### src/rtl/jk_pattern_driver_if.sv
// jk_pattern_driver_if: pattern handshake, j/k drive and q feedback between a
// pattern source / flip-flop side (master) and the jk_pattern_driver (slave).
interface jk_pattern_driver_if #(
    parameter int WIDTH = 8
);
    logic             in_valid;
    logic             in_ready;
    logic [WIDTH-1:0] in_pattern;
    logic             j;
    logic             k;
    logic             q;
    logic             busy;
    logic             done;
    logic             mismatch;

    // Source side: offers patterns and returns the flip-flop output.
    modport master (
        output in_valid, in_pattern, q,
        input  in_ready, j, k, busy, done, mismatch
    );

    // Driver side.
    modport slave (
        input  in_valid, in_pattern, q,
        output in_ready, j, k, busy, done, mismatch
    );
endinterface

### src/rtl/jk_pattern_driver.sv
// jk_pattern_driver: replays a WIDTH-bit pattern (bit 0 first) onto a JK
// flip-flop by encoding each desired next-q bit into registered j/k drives.
// Sequence per pattern: SYNC (force q=0), WIDTH DRIVE cycles, one DRAIN cycle,
// then a one-cycle done pulse back in IDLE.
// Optional q feedback checking is compiled in when JK_DRV_FEEDBACK_CHECK_EN
// is defined; otherwise mismatch is tied low and q is ignored.
module jk_pattern_driver #(
    parameter int WIDTH      = 8,
    parameter bit TOGGLE_ENC = 1'b1
) (
    input  logic               clk,
    input  logic               rst,
    jk_pattern_driver_if.slave bus
);
    localparam int            IW       = (WIDTH > 1) ? $clog2(WIDTH) : 1;
    localparam logic [IW-1:0] LAST_IDX = IW'(WIDTH - 1);

    typedef enum logic [1:0] {
        IDLE  = 2'd0,
        SYNC  = 2'd1,
        DRIVE = 2'd2,
        DRAIN = 2'd3
    } state_t;

    state_t           state_q, state_d;
    logic [WIDTH-1:0] pat_q, pat_d;
    logic [IW-1:0]    idx_q, idx_d, idx_nxt;
    logic             model_q, model_d;   // q value the flip-flop should hold now
    logic             j_q, j_d;
    logic             k_q, k_d;
    logic             done_q, done_d;
    logic             accept;

    if (WIDTH < 2 || WIDTH > 32) begin : g_bad_width
        $error("jk_pattern_driver: WIDTH must be in 2..32");
    end

    // Excitation for moving q from cur to want: hold if equal, otherwise
    // toggle (j=k=1) or explicit set/reset depending on TOGGLE_ENC.
    function automatic logic [1:0] enc(input logic want, input logic cur);
        logic [1:0] jk;
        if (want == cur) begin
            jk = 2'b00;
        end else if (TOGGLE_ENC) begin
            jk = 2'b11;
        end else begin
            jk = {want, ~want};
        end
        return jk;
    endfunction

    assign accept  = (state_q == IDLE) && bus.in_valid;
    assign idx_nxt = idx_q + 1'b1;

    // Next-state and next j/k: j/k are computed for the phase being entered
    // so the registered drive lines up with the state it belongs to.
    always_comb begin
        state_d = state_q;
        pat_d   = pat_q;
        idx_d   = idx_q;
        model_d = model_q;
        j_d     = 1'b0;
        k_d     = 1'b0;
        done_d  = 1'b0;
        unique case (state_q)
            IDLE: begin
                if (accept) begin
                    state_d = SYNC;
                    pat_d   = bus.in_pattern;
                    model_d = 1'b0;
                    k_d     = 1'b1;          // reset the flip-flop to a known 0
                end
            end
            SYNC: begin
                state_d    = DRIVE;
                idx_d      = '0;
                {j_d, k_d} = enc(pat_q[0], model_q);
            end
            DRIVE: begin
                model_d = pat_q[idx_q];      // this bit is in q after this edge
                if (idx_q == LAST_IDX) begin
                    state_d = DRAIN;
                end else begin
                    idx_d      = idx_nxt;
                    {j_d, k_d} = enc(pat_q[idx_nxt], pat_q[idx_q]);
                end
            end
            DRAIN: begin
                state_d = IDLE;
                done_d  = 1'b1;
            end
        endcase
    end

    // State and drive registers; reset aborts any replay without a done pulse.
    always_ff @(posedge clk or posedge rst) begin
        if (rst) begin
            state_q <= IDLE;
            pat_q   <= '0;
            idx_q   <= '0;
            model_q <= 1'b0;
            j_q     <= 1'b0;
            k_q     <= 1'b0;
            done_q  <= 1'b0;
        end else begin
            state_q <= state_d;
            pat_q   <= pat_d;
            idx_q   <= idx_d;
            model_q <= model_d;
            j_q     <= j_d;
            k_q     <= k_d;
            done_q  <= done_d;
        end
    end

`ifdef JK_DRV_FEEDBACK_CHECK_EN
    logic mismatch_q, mismatch_d;
    logic chk_pt;

    // q is settled to model_q throughout DRIVE and DRAIN; the SYNC cycle is
    // skipped because the flip-flop state is unknown until it is forced low.
    assign chk_pt = (state_q == DRIVE) || (state_q == DRAIN);

    // Sticky miscompare flag, cleared by a new accept.
    always_comb begin
        mismatch_d = mismatch_q;
        if (accept) begin
            mismatch_d = 1'b0;
        end else if (chk_pt && (bus.q != model_q)) begin
            mismatch_d = 1'b1;
        end
    end

    // Mismatch register.
    always_ff @(posedge clk or posedge rst) begin
        if (rst) begin
            mismatch_q <= 1'b0;
        end else begin
            mismatch_q <= mismatch_d;
        end
    end

    assign bus.mismatch = mismatch_q;
`else
    logic unused_q;
    assign unused_q     = bus.q;
    assign bus.mismatch = 1'b0;
`endif

    assign bus.in_ready = (state_q == IDLE);
    assign bus.busy     = (state_q != IDLE);
    assign bus.j        = j_q;
    assign bus.k        = k_q;
    assign bus.done     = done_q;

    // Set/reset encoding must never request a toggle.
    a_no_toggle: assert property (@(posedge clk) disable iff (rst)
        !(!TOGGLE_ENC && j_q && k_q));

    // Done only ever follows the drain cycle.
    a_done_after_drain: assert property (@(posedge clk) disable iff (rst)
        done_d |-> (state_q == DRAIN));
endmodule
### src/flat_wrapper.sv
// flat-port wrapper written by rule: the top's interface ports become plain ports
module jk_pattern_driver_flat 
#(
    parameter int WIDTH      = 8,
    parameter bit TOGGLE_ENC = 1'b1
)
  (clk, rst, bus_in_valid, bus_in_pattern, bus_q, bus_in_ready, bus_j, bus_k, bus_busy, bus_done, bus_mismatch);
  jk_pattern_driver_if #(.WIDTH(WIDTH)) bus_i ();
  input  logic clk;
  input  logic rst;
  input wire logic [$bits(bus_i.in_valid)-1:0] bus_in_valid;
  input wire logic [$bits(bus_i.in_pattern)-1:0] bus_in_pattern;
  input wire logic [$bits(bus_i.q)-1:0] bus_q;
  output wire logic [$bits(bus_i.in_ready)-1:0] bus_in_ready;
  output wire logic [$bits(bus_i.j)-1:0] bus_j;
  output wire logic [$bits(bus_i.k)-1:0] bus_k;
  output wire logic [$bits(bus_i.busy)-1:0] bus_busy;
  output wire logic [$bits(bus_i.done)-1:0] bus_done;
  output wire logic [$bits(bus_i.mismatch)-1:0] bus_mismatch;
  assign bus_i.in_valid = bus_in_valid;
  assign bus_i.in_pattern = bus_in_pattern;
  assign bus_i.q = bus_q;
  assign bus_in_ready = bus_i.in_ready;
  assign bus_j = bus_i.j;
  assign bus_k = bus_i.k;
  assign bus_busy = bus_i.busy;
  assign bus_done = bus_i.done;
  assign bus_mismatch = bus_i.mismatch;
  jk_pattern_driver #(.WIDTH(WIDTH), .TOGGLE_ENC(TOGGLE_ENC)) u_core (.clk(clk), .rst(rst), .bus(bus_i));
endmodule
### config.mk
export PLATFORM = sky130hd
export DESIGN_NAME = jk_pattern_driver_flat
export DESIGN_NICKNAME = d
export VERILOG_FILES = /design/src/rtl/jk_pattern_driver_if.sv /design/src/rtl/jk_pattern_driver.sv /design/src/flat_wrapper.sv
export SDC_FILE = /design/constraint.sdc
export NUM_CORES = 1
export LEC_CHECK = 0
export ABC_AREA = 1
export CAP_MARGIN = 20
export CORE_UTILIZATION = 50
export DETAILED_ROUTE_END_ITERATION = 12
export GPL_ROUTABILITY_DRIVEN = 0
export PLACE_DENSITY = 0.84
export SLEW_MARGIN = 20
export SYNTH_ARGS = -nofsm -noshare
export SYNTH_HDL_FRONTEND = slang
export SYNTH_SLANG_ARGS = --single-unit
export TNS_END_PERCENT = 20
### constraint.sdc
create_clock -name clk -period 3.8 [get_ports clk]
set_input_delay 1.14 -clock clk [delete_from_list [all_inputs] [get_ports clk]]
set_output_delay 1.14 -clock clk [all_outputs]
set_load 0.05 [all_outputs]
==> flow_metrics.env, run 1 <==
export IMPL_ys_warn_count=0
export IMPL_crit_path_start="u_core.state_q[0]$_DFFE_PP0P_"
export IMPL_cp_slowest_stage_delay_ns=0.84
export IMPL_io_pins=18
export IMPL_rr_endpoint="u_core.bus.k$_DFF_PP0_"
export IMPL_final_cell_mix="nand2_1, dfrtp_1, clkdlybuf4s50_1"
export IMPL_ys_ff_latch=17
export IMPL_rsz0062_at_grt="no"
export IMPL_clk_pin_slew_ns=0.10
export IMPL_critical_path_slowest_cell="clkdlybuf4s50_1"
export IMPL_drv_cap=0
export IMPL_rows=15
export IMPL_rrSetupSlack_ns=1.99
export IMPL_port_buffers=15
export IMPL_grt_pass1_vias=742
export IMPL_whs_ns=0.529
export IMPL_cp_required_ns=2.66
export IMPL_grt_overflow=0
export IMPL_viasPerCell=5.02
export IMPL_fin_skew_ns=0.00301
export IMPL_p_leak_nw=0.609
export IMPL_multiInputGateArea_um2=465
export IMPL_ctsHoldBuffers=0
export IMPL_nNetsFinal=165
export IMPL_grt_max_degree=19
export IMPL_path_depth=3
export IMPL_cp_max_fo=4
export IMPL_synth_area_leader_cell="dfrtp_1"
export IMPL_finalSetupTns_ns=0
export IMPL_avgSynthCellArea_um2=7.79
export IMPL_seqCellArea_um2=425
export IMPL_setup_viol=0
export IMPL_clockBufferDepth=2
export IMPL_antennaDiodeCount=0
export IMPL_endpoint="bus_in_ready"
export IMPL_route_vias_total=859
export IMPL_antenna_found_initial=0
export IMPL_crit_path_end_kind="primary output"
export IMPL_fp_dieW_um=47.0
export IMPL_die_y_um=47.0
export IMPL_crit_family="buffers and inverters"
export IMPL_ir_drop_mv=0.504
export IMPL_coreArea_um2=1800
export IMPL_cp_arrival_ns=1.89
export IMPL_syn_area_um2=1010
export IMPL_ant_nets=0
export IMPL_dieArea_um2=2210
export IMPL_h_tree_depth=1
export IMPL_fillCellCount=163
export IMPL_drtIter0Drc=35
export IMPL_drc=0
export IMPL_grt_first_pass_wirelength_um=3100
export IMPL_initial_core_util=0.562
export IMPL_critical_path_class="flip-flop to primary output"
export IMPL_path_buf_inv=2
export IMPL_drt_pass1_iter_count=4
export IMPL_finalHoldViolCount=0
export IMPL_numCtsBuffers=3
export IMPL_fmax_mhz=330
export IMPL_syn_num_nets=148
export IMPL_min_path_type="flip-flop to flip-flop"
export IMPL_grt_usage=0.204
export IMPL_slew_viol_final=0
export IMPL_finalWorstSetupSlack_ns=0.766
export IMPL_worstReg2RegStart="u_core.idx_q[0]$_DFFE_PP0P_"
export IMPL_seq_area_frac_synth=0.420
export IMPL_post_place_ws_ns=1.10
export IMPL_clk_latency_ns=0.29
export IMPL_max_slew_margin_rel=0.568
export IMPL_wl_per_cell_um=11.0
export IMPL_worst_r2r_cell_count=11
export IMPL_synth_area_leaders="dfrtp_1, nand2_1, ha_1, a21oi_1, nand3_1"
export IMPL_min_period_ns=3.03
export IMPL_cts_setup_buffers=0
export IMPL_layout_commonest_cell="nand2_1"
export IMPL_tightestPinTransition_ns=0.647
export IMPL_netlist_instances=130
export IMPL_power_w=0.00114
export IMPL_period_share=0.798
export IMPL_startpoint_type="flip-flop"
export IMPL_area_growth_pct=18.3
export IMPL_status="complete, no violations"
export IMPL_cts_sinks=17
export IMPL_powerDensity_nw_per_um2=951
export IMPL_dp_final_hpwl_um=1470
export IMPL_ys_types=22
export IMPL_root_buffer="clkbuf_4"
export IMPL_crit_chain="inv_1, ha_1, clkdlybuf4s50_1"
export IMPL_drive_above_1_share=0.178
export IMPL_yosysTopAreaCellShare=0.420
export IMPL_cts_tree="done"
export IMPL_cts_resized=0
export IMPL_wl_um=1890
-- stage by stage --
step	utilization	cell area [um2]	std cells
floorplan	-	1010	130
global placement	0.649	1170	167
detailed placement	0.649	1170	167
CTS	0.665	1200	171
global route	0.665	1200	171
finish	0.665	1200	171
-- cells in the mapped netlist (all sizes together) --
| cell type | number |
|---|---|
| nand3 | 15 |
| ha | 6 |
| a22oi | 1 |
| nor2 | 9 |
| clkinv | 1 |
| inv | 23 |
| o22ai | 2 |
| a21oi | 10 |
| o21ai | 6 |
| dfrtp | 17 |
| nand2 | 35 |
| conb | 1 |
| buf | 3 |
| or2 | 1 |
-- sequential cells by signal (all words and copies together), names as in the netlist --
name,flops
u_core.state_q,2
u_core.model_q,1
u_core.bus.k,1
u_core.bus.j,1
u_core.pat_q,8
u_core.bus.done,1
u_core.idx_q,3
-- power breakdown --
part / switching [W] / leakage, nW / total [W] / internal, W
sequential: 0.0000647 / 0.202 / 0.000330 / 0.000265
clock: 0.0000607 / 0.0177 / 0.0000999 / 0.0000392
combinational: 0.000458 / 0.390 / 0.000710 / 0.000252
total: 0.000583 / 0.609 / 0.00114 / 0.000556
-- area by class of cell --
| cell class | count | area share |
|---|---|---|
| multi-input cells | 86 | 0.389 |
| well taps | 25 | 0.0261 |
| repair buffers | 15 | 0.125 |
| clock inverters | 1 | 0.00418 |
| inverters | 24 | 0.0815 |
| flip-flops and latches | 17 | 0.355 |
| clock buffers | 3 | 0.0188 |
-- worst min-delay path: stages (launching register included) --
cell     delay (ns)
dfrtp_1        0.38
inv_2          0.06
a21oi_1        0.05
-- metal layers --
| layer | GRT usage | vias up | routed length (um) |
|---|---|---|---|
| met1 | 0.294 | 386 | 902 |
| li1 | - | 442 | - |
| met3 | 0.0231 | 4 | 99 |
| met2 | 0.311 | 27 | 847 |
| met5 | 0 | - | 0 |
| met4 | 0.0857 | 0 | 38 |
-- worst min path at each step --
stage | cells after the start | slack, ns | to | from
2_1_floorplan | 2 | 0.49 | u_core.pat_q[5]$_DFFE_PP0P_ | u_core.pat_q[5]$_DFFE_PP0P_
3_3_place_gp | 2 | 0.51 | u_core.pat_q[4]$_DFFE_PP0P_ | u_core.pat_q[4]$_DFFE_PP0P_
3_5_place_dp | 2 | 0.51 | u_core.pat_q[3]$_DFFE_PP0P_ | u_core.pat_q[3]$_DFFE_PP0P_
4_1_cts | 2 | 0.53 | u_core.pat_q[4]$_DFFE_PP0P_ | u_core.pat_q[4]$_DFFE_PP0P_
5_1_grt | 2 | 0.55 | u_core.pat_q[3]$_DFFE_PP0P_ | u_core.pat_q[3]$_DFFE_PP0P_
6_report | 2 | 0.53 | u_core.pat_q[4]$_DFFE_PP0P_ | u_core.pat_q[4]$_DFFE_PP0P_
-- logic make-up (layout without fill, tap and decap cells) --
logic type,after synthesis,count (layout),synth area share
buffers and inverters,27,43,0.120
DFF,17,17,0.420
other,1,1,0.00370
AOI/OAI and AO/OA,19,19,0.0989
adders and majority gates,6,6,0.0742
and+or+nand+nor,60,60,0.283
No activity file was read; power rests on OpenSTA's default activity.
==> run 2: changes to the inputs <==
- CORE_UTILIZATION: 50 -> 46
- PLACE_DENSITY: 0.84 -> 0.82
- clock period: 3.8 -> 2.58 ns (I/O delays scaled with it)
==> run 2 against run 1 <==
Against the previous run:
- final cell count up 1.2%
- wire length up 6.3%
- first-iteration DRC count down 51%
- setup slack worse by 0.39 ns
- sequential power up 47%
- critical path depth down 2
- total power up 47%
- non-clock buffer count unchanged
- sequential share of layout area up 0.074 points
- largest cell class unchanged
==> flow_metrics.env, run 2 (synthesis gave the netlist of run 1 again) <==
export IMPL_ant_nets=0
export IMPL_port_buffers=15
export IMPL_initial_core_util=0.501
export IMPL_rows=16
export IMPL_cts_sinks=17
export IMPL_grt_max_degree=19
export IMPL_ir_drop_mv=0.930
export IMPL_grt_met3_usage=0.0187
export IMPL_cts_tree="done"
export IMPL_final_core_util=0.591
export IMPL_cts_resized=0
export IMPL_drtIter0Drc=17
export IMPL_grt_pass1_vias=842
export IMPL_setup_viol=0
export IMPL_tightestPinTransition_ns=0.640
export IMPL_fin_skew_ns=0.00461
export IMPL_final_cell_mix="nand2_1, dfrtp_1, clkdlybuf4s50_1"
export IMPL_cp_slowest_stage_delay_ns=0.80
export IMPL_fillCellCount=190
export IMPL_status="complete, no violations"
export IMPL_min_period_ns=2.20
export IMPL_cts_setup_buffers=0
export IMPL_layout_commonest_cell="nand2_1"
export IMPL_grt_first_pass_wirelength_um=3550
export IMPL_crit_family="buffers and inverters"
export IMPL_drive_above_1_share=0.192
export IMPL_nNetsFinal=165
export IMPL_grt_util_met2=0.322
export IMPL_root_buffer="clkbuf_4"
export IMPL_period_share=0.854
export IMPL_ctsHoldBuffers=0
export IMPL_path_buf_inv=1
export IMPL_antenna_found_initial=0
export IMPL_grt_overflow=0
export IMPL_cp_required_ns=1.81
export IMPL_drt_pass1_iter_count=4
export IMPL_finalHoldViolCount=0
export IMPL_h_tree_depth=1
export IMPL_drv_cap=0
export IMPL_finalWorstSetupSlack_ns=0.377
export IMPL_min_path_type="flip-flop to flip-flop"
export IMPL_dieArea_um2=2390
export IMPL_viasPerCell=5.01
export IMPL_startpoint_type="flip-flop"
export IMPL_coreArea_um2=2020
export IMPL_route_vias_total=866
export IMPL_grt_util_met1=0.252
export IMPL_clk_latency_ns=0.30
export IMPL_grt_usage=0.196
export IMPL_fp_dieW_um=48.9
export IMPL_post_place_ws_ns=0.530
export IMPL_max_slew_margin_rel=0.573
export IMPL_critical_path_class="flip-flop to primary output"
export IMPL_antennaDiodeCount=0
export IMPL_p_leak_nw=0.611
export IMPL_wl_um=2010
export IMPL_reg_top3="u_core.pat_q (8), u_core.idx_q (3), u_core.state_q (2)"
export IMPL_wl_per_cell_um=11.6
export IMPL_fmax_mhz=454
export IMPL_dp_final_hpwl_um=1550
export IMPL_critical_path_slowest_cell="clkdlybuf4s50_1"
export IMPL_area_growth_pct=18.0
export IMPL_crit_chain="clkdlybuf4s50_1"
export IMPL_io_pins=18
export IMPL_clockBufferDepth=2
export IMPL_clk_pin_slew_ns=0.10
export IMPL_drc=0
export IMPL_cp_arrival_ns=1.43
export IMPL_largest_reg_flops=8
export IMPL_numCtsBuffers=3
export IMPL_slew_viol_final=0
export IMPL_rsz0062_at_grt="no"
export IMPL_finalSetupTns_ns=0
export IMPL_powerDensity_nw_per_um2=1400
export IMPL_crit_path_end_kind="primary output"
export IMPL_regMostFlops="u_core.pat_q"
export IMPL_busiest_layer="met2"
export IMPL_die_y_um=48.9
export IMPL_cp_max_fo=1
run 2: per-layer routing:
metal,wire [um],vias up
met2,979,25
met3,69,7
met4,62,0
met1,893,393
met5,0,-
li1,-,441
run 2: worst paths after layout:
check                                                  from                            end  slack (ns)  depth (start not counted)
worst min register to register  u_core.pat_q[4]$_DFFE_PP0P_    u_core.pat_q[4]$_DFFE_PP0P_        0.52                          2
min in group asynchronous                               rst  u_core.state_q[1]$_DFFE_PP0P_        0.84                          2
worst max register to register  u_core.idx_q[0]$_DFFE_PP0P_         u_core.bus.k$_DFF_PP0_        0.75                         10
max in group asynchronous                               rst    u_core.pat_q[1]$_DFFE_PP0P_        1.32                          2
worst max-delay path                 u_core.bus.j$_DFF_PP0_                          bus_j        0.38                          1
worst min-delay path            u_core.pat_q[4]$_DFFE_PP0P_    u_core.pat_q[4]$_DFFE_PP0P_        0.52                          2
run 2: final cells by class:
class / instances / area [um2] / share of cell area
Multi-Input combinational cell: 86 / 465 / 0.390
Sequential cell: 17 / 425 / 0.356
Timing Repair Buffer: 15 / 145 / 0.121
Inverter: 24 / 97.6 / 0.0817
Tap cell: 27 / 33.8 / 0.0283
Clock buffer: 3 / 22.5 / 0.0188
Clock inverter: 1 / 5.00 / 0.00419
run 2: through the flow:
stage	hold slack [ns]	instances	total power (W)	instance area, um2
floorplan	0.495	130	0.00131	1010
global placement	0.508	169	0.00148	1170
detailed placement	0.511	169	0.00153	1170
CTS	0.530	173	0.00168	1190
global route	0.557	173	0.00184	1190
finish	0.525	173	0.00168	1190
run 2: power breakdown:
group          internal (W)  total [W]  switching, W
sequential         0.000390   0.000485     0.0000951
combinational      0.000362    0.00104      0.000681
clock             0.0000578   0.000148     0.0000905
==> run 3: changes to the inputs <==
- SKIP_LAST_GASP: not set -> 1
==> results of run 3 <==
The final DEF is identical to that of run 2; final timing and power are the same.
==> patch 1: new RTL, settings of run 3 <==
Re-encode `state_t` (4 states) as one-hot, 4 bits wide.
--- a/src/rtl/jk_pattern_driver.sv
+++ b/src/rtl/jk_pattern_driver.sv
@@ -17,7 +17,7 @@
 
-    typedef enum logic [1:0] {
-        IDLE  = 2'd0,
-        SYNC  = 2'd1,
-        DRIVE = 2'd2,
-        DRAIN = 2'd3
+    typedef enum logic [3:0] {
+        IDLE  = 4'b0001,
+        SYNC  = 4'b0010,
+        DRIVE = 4'b0100,
+        DRAIN = 4'b1000
     } state_t;
Formal check against the unedited RTL: no difference found for any inputs over 10 cycles, from zero or initial values and one cycle with rst high; not proved beyond that.
==> patch 1 against run 3 <==
- sequential cell count up 2
- hold slack better by 7.8 ps
- critical path depth is 3 higher
- largest cell class unchanged
- cell area increased by 8.0%
- clock skew increased by 2.2 ps
- worst setup slack got worse by 87 ps
- total power is 34% lower
- synthesized area up 11%
- synthesized cell count rose by 3.1%
- routed wire length shrank 2.5%
- register-to-register slack better by 150 ps
==> patch 1: results (changes against run 3) <==
stage	metric	value	unit	change
cells_and_area	diodes	0		unchanged
yosys	synthArstFlopShare	1.00		unchanged
drt	first_pass_iters	4		unchanged
setup_path	cp_max_fo	4		was 1
placed_design	place_area	0.00126	mm^2	was 0.00117 mm^2
power_and_ir_drop	leakage	0.651	nW	was 0.611 nW
setup_path	crit_arrival	1520	ps	was 1430 ps
drt	routed_wl	1950	um	was 2010 um
drt	vias	887		was 866
grt	antenna_found_initial	0		unchanged
yosys	netlist-cell-type-count	25		was 22
floorplanning	design.die.area	0.00264	mm^2	was 0.00239 mm^2
setup_path	critPathLaunch	u_core.state_q[0]		was u_core.bus.j
yosys	netlist_top_cells_area	dfrtp_1 40%, nand2_1 11%, nand3_1 7.1%, a21oi_2 6.3%, inv_1 6.0%		was dfrtp_1 42%, nand2_1 11%, ha_1 7.4%, a21oi_1 4.9%, nand3_1 4.9%
setup_path	reg2reg_to	u_core.bus.k		unchanged
timing	skew	6.79	ps	was 4.61 ps
hold_path	worst_hold_path.endpoint	u_core.pat_q[7]		was u_core.pat_q[4]
yosys	syn-num-nets	148		unchanged
grt	grt_max_degree	20		was 19
setup_path	critPathMaxStageDelay	550	ps	was 800 ps
setup_path	reg2regPathDepth	8		was 10
placed_design	preCtsSetupSlack	345	ps	was 530 ps
timing	holdWs	532	ps	was 525 ps
setup_path	reg2reg_slack	900	ps	was 750 ps
hold_path	min_from	u_core.pat_q[7]		was u_core.pat_q[4]
grt	grt_pass1_wl	3620	um	was 3550 um
yosys	yosysSeqAreaShare	0.425		was 0.420
hold_path	hold-path-cell-count	2		unchanged
grt	track_usage	0.185		was 0.196
yosys	synth_enable_flop_cells	0		unchanged
clocking	cts_made_buffers	3		unchanged
timing	slew_headroom	0.516		was 0.573
cells_and_area	top_regs	u_core.pat_q x8, u_core.state_q x4, u_core.idx_q x3		was u_core.pat_q x8, u_core.idx_q x3, u_core.state_q x2
setup_path	critPathSlowestCell	dfstp_2		was clkdlybuf4s50_1
drt	wl_per_cell	11.0	um	was 11.6 um
yosys	yosys-top-cells-count	32 x nand2_1, 18 x dfrtp_1, 18 x inv_1		was 30 x nand2_1, 17 x dfrtp_1, 12 x inv_1
yosys	synth_cells	134		was 130
power_and_ir_drop	ir_drop	0.387	mV	was 0.930 mV
setup_path	reg2reg_from	u_core.idx_q[0]		unchanged
grt	grt_pass1_vias	899		was 842
placed_design	place_hpwl	1540	um	was 1550 um
run_status	run_status	finished, final reports clean		unchanged
yosys	yosysWarnings	0		unchanged
cells_and_area	final_layout_size_suffix_gt1_frac	0.227		was 0.192
clocking	cts_resized	1		was 0
## patch 1: area by class of cell
type                       count  area [um^2]
fill                         243          965
timing repair buffer          15          146
clock buffer                   4         26.3
sequential                    19          477
tap                           28         35.0
multi-input combinational     89          514
inverter                      23         91.3
## patch 1: worst max-delay path by stage
stage	end	slack, ps
2_1_floorplan	bus_in_ready	680
5_1_grt	bus_busy	250
6_report	bus_busy	290
4_1_cts	bus_busy	270
3_3_place_gp	bus_busy	400
3_5_place_dp	bus_busy	340
## patch 1: layer usage
layer	global-route usage	up-vias	routed length, um
met4	0.0901	0	36
li1	-	450	-
met5	0	-	0
met3	0.0179	5	62
met2	0.338	21	1060
met1	0.212	411	798
## patch 1: report_power, final
group          switching (mW)  total (mW)  internal (mW)
clock                  0.0938       0.154         0.0604
combinational           0.331       0.530          0.200
sequential             0.0601       0.418          0.358
total                   0.484        1.10          0.618
## patch 1: worst max-delay path: cells and delay by family, from the launching register on
kind,cells,cell delay (ps)
flops,1,550
simple gates,2,180
buf+inv,2,480
## patch 1: logic make-up after synthesis
logic type               count (synthesis)  synth area share
AO/OA/AOI/OAI                           12            0.0837
XOR/XNOR                                 1           0.00781
adder cells (fa/ha/maj)                  2            0.0223
buffers and inverters                   26             0.116
flip-flops                              19             0.425
other                                    1           0.00335
AND/OR/NAND/NOR                         73             0.342
==> patch 2: new RTL, settings of run 3 <==
Without the edit above. `TOGGLE_ENC` is set to 1'b1 in 2 places; all go to 1'b0.
--- a/src/rtl/jk_pattern_driver.sv
+++ b/src/rtl/jk_pattern_driver.sv
@@ -8,3 +8,3 @@
     parameter int WIDTH      = 8,
-    parameter bit TOGGLE_ENC = 1'b1
+    parameter bit TOGGLE_ENC = 1'b0
 ) (
--- a/src/flat_wrapper.sv
+++ b/src/flat_wrapper.sv
@@ -4,3 +4,3 @@
     parameter int WIDTH      = 8,
-    parameter bit TOGGLE_ENC = 1'b1
+    parameter bit TOGGLE_ENC = 1'b0
 )
Check against the original RTL: not equivalent (Yosys sat finds a counterexample within 4 cycles, from zero or initial values and one cycle with rst high).
==> patch 2 against run 3 <==
- sequential share of layout area is 0.80 points lower
- sequential cell count unchanged
- first-iteration DRC count shrank 41%
- total power is 0.65% lower
- routed wire length fell by 3.9%
- synthesized area up 2.0%
- worst setup slack better by 0.71 ps
- cell area up 2.3%
==> patch 2: results (changes against run 3) <==
stage	metric	value	unit	change
run_status	run_status	finished, final reports clean		unchanged
clocking	clk_pin_slew	100	ps	about the same
grt	grtUsageMet1	0.254		was 0.252
power_and_ir_drop	ir_drop	0.705	mV	was 0.930 mV
grt	use_met2	0.329		was 0.322
setup_path	reg2reg_slack	940	ps	was 750 ps
yosys	syn-num-nets	145		was 148
drt	dr.first_iter.drc_count	10		was 17
power_and_ir_drop	p_int	0.811	mW	was 0.810 mW
clocking	clock_latency	300	ps	about the same
drt	routed-wl-met2	910	um	was 979 um
cells_and_area	final_layout_size_suffix_gt1_frac	0.194		was 0.192
yosys	netlist-cell-type-count	20		was 22
grt	grt_pass1_vias	864		was 842
drt	wl_met1	936	um	was 893 um
clocking	htree_levels	1		unchanged
drt	vias	846		was 866
grt	grt_max_degree	18		was 19
hold_path	worst_hold_path.endpoint	u_core.pat_q[7]		was u_core.pat_q[4]
grt	track_usage	0.197		was 0.196
timing	worstMarginPinSlew	641	ps	was 640 ps
drt	met3_length	52	um	was 69 um
power_and_ir_drop	total_power	1.67	mW	was 1.68 mW
placed_design	preCtsSetupSlack	565	ps	was 530 ps
yosys	synth_compound_area_frac	0.101		was 0.0989
power_and_ir_drop	p_clk_frac	0.089		
grt	use_met3	0.0405		was 0.0187
hold_path	min_from	u_core.pat_q[7]		was u_core.pat_q[4]
yosys	yosysSeqAreaShare	0.412		was 0.420
cells_and_area	layout.nets	163		was 165
placed_design	place_hpwl	1470	um	was 1550 um
cells_and_area	layout.cells.non_filler	171		was 173
setup_path	reg2regPathDepth	9		was 10
setup_path	reg2reg_to	u_core.bus.j		was u_core.bus.k
timing	holdWs	576	ps	was 525 ps
yosys	avgSynthCellArea	8.13	um^2	was 7.79 um^2
yosys	synth-adder-area-share	0.0727		was 0.0742
placed_design	place_area	0.00119	mm^2	was 0.00117 mm^2
yosys	netlist_top_cells_area	dfrtp_1 41%, nand2_1 12%, nand3_2 7.8%, inv_1 7.6%, ha_1 7.3%		was dfrtp_1 42%, nand2_1 11%, ha_1 7.4%, a21oi_1 4.9%, nand3_1 4.9%
placed_design	place_inst	167		was 169
hold_path	hold-path-cell-count	2		unchanged
drt	wl_per_cell	11.3	um	was 11.6 um
timing	skew	2.14	ps	was 4.61 ps
grt	grt_pass1_wl	3680	um	was 3550 um
-- patch 2: how the worst max path moves through the flow --
stage	end	cells after the start	slack, ps	startpoint
floorplan	bus_busy	3	450	u_core.state_q[0]
global placement	u_core.bus.k	5	620	bus_in_valid
detailed placement	u_core.bus.k	5	560	bus_in_valid
CTS	bus_done	1	370	u_core.bus.done
global route	bus_done	1	310	u_core.bus.done
finish	bus_done	1	380	u_core.bus.done
-- patch 2: worst min-delay path, delay by kind of cell, from the launching register on --
kind | cells | cell delay (ps)
flip-flops | 1 | 340
buffers and inverters | 1 | 60
AO/OA/AOI/OAI | 1 | 150
-- patch 2: cell type report --
type	instances	area, um^2
Fill cell	197	820
Inverter	22	90.1
Timing Repair Buffer	16	153
Multi-Input combinational cell	85	493
Clock inverter	1	5.00
Sequential cell	17	425
Clock buffer	3	22.5
Tap cell	27	33.8
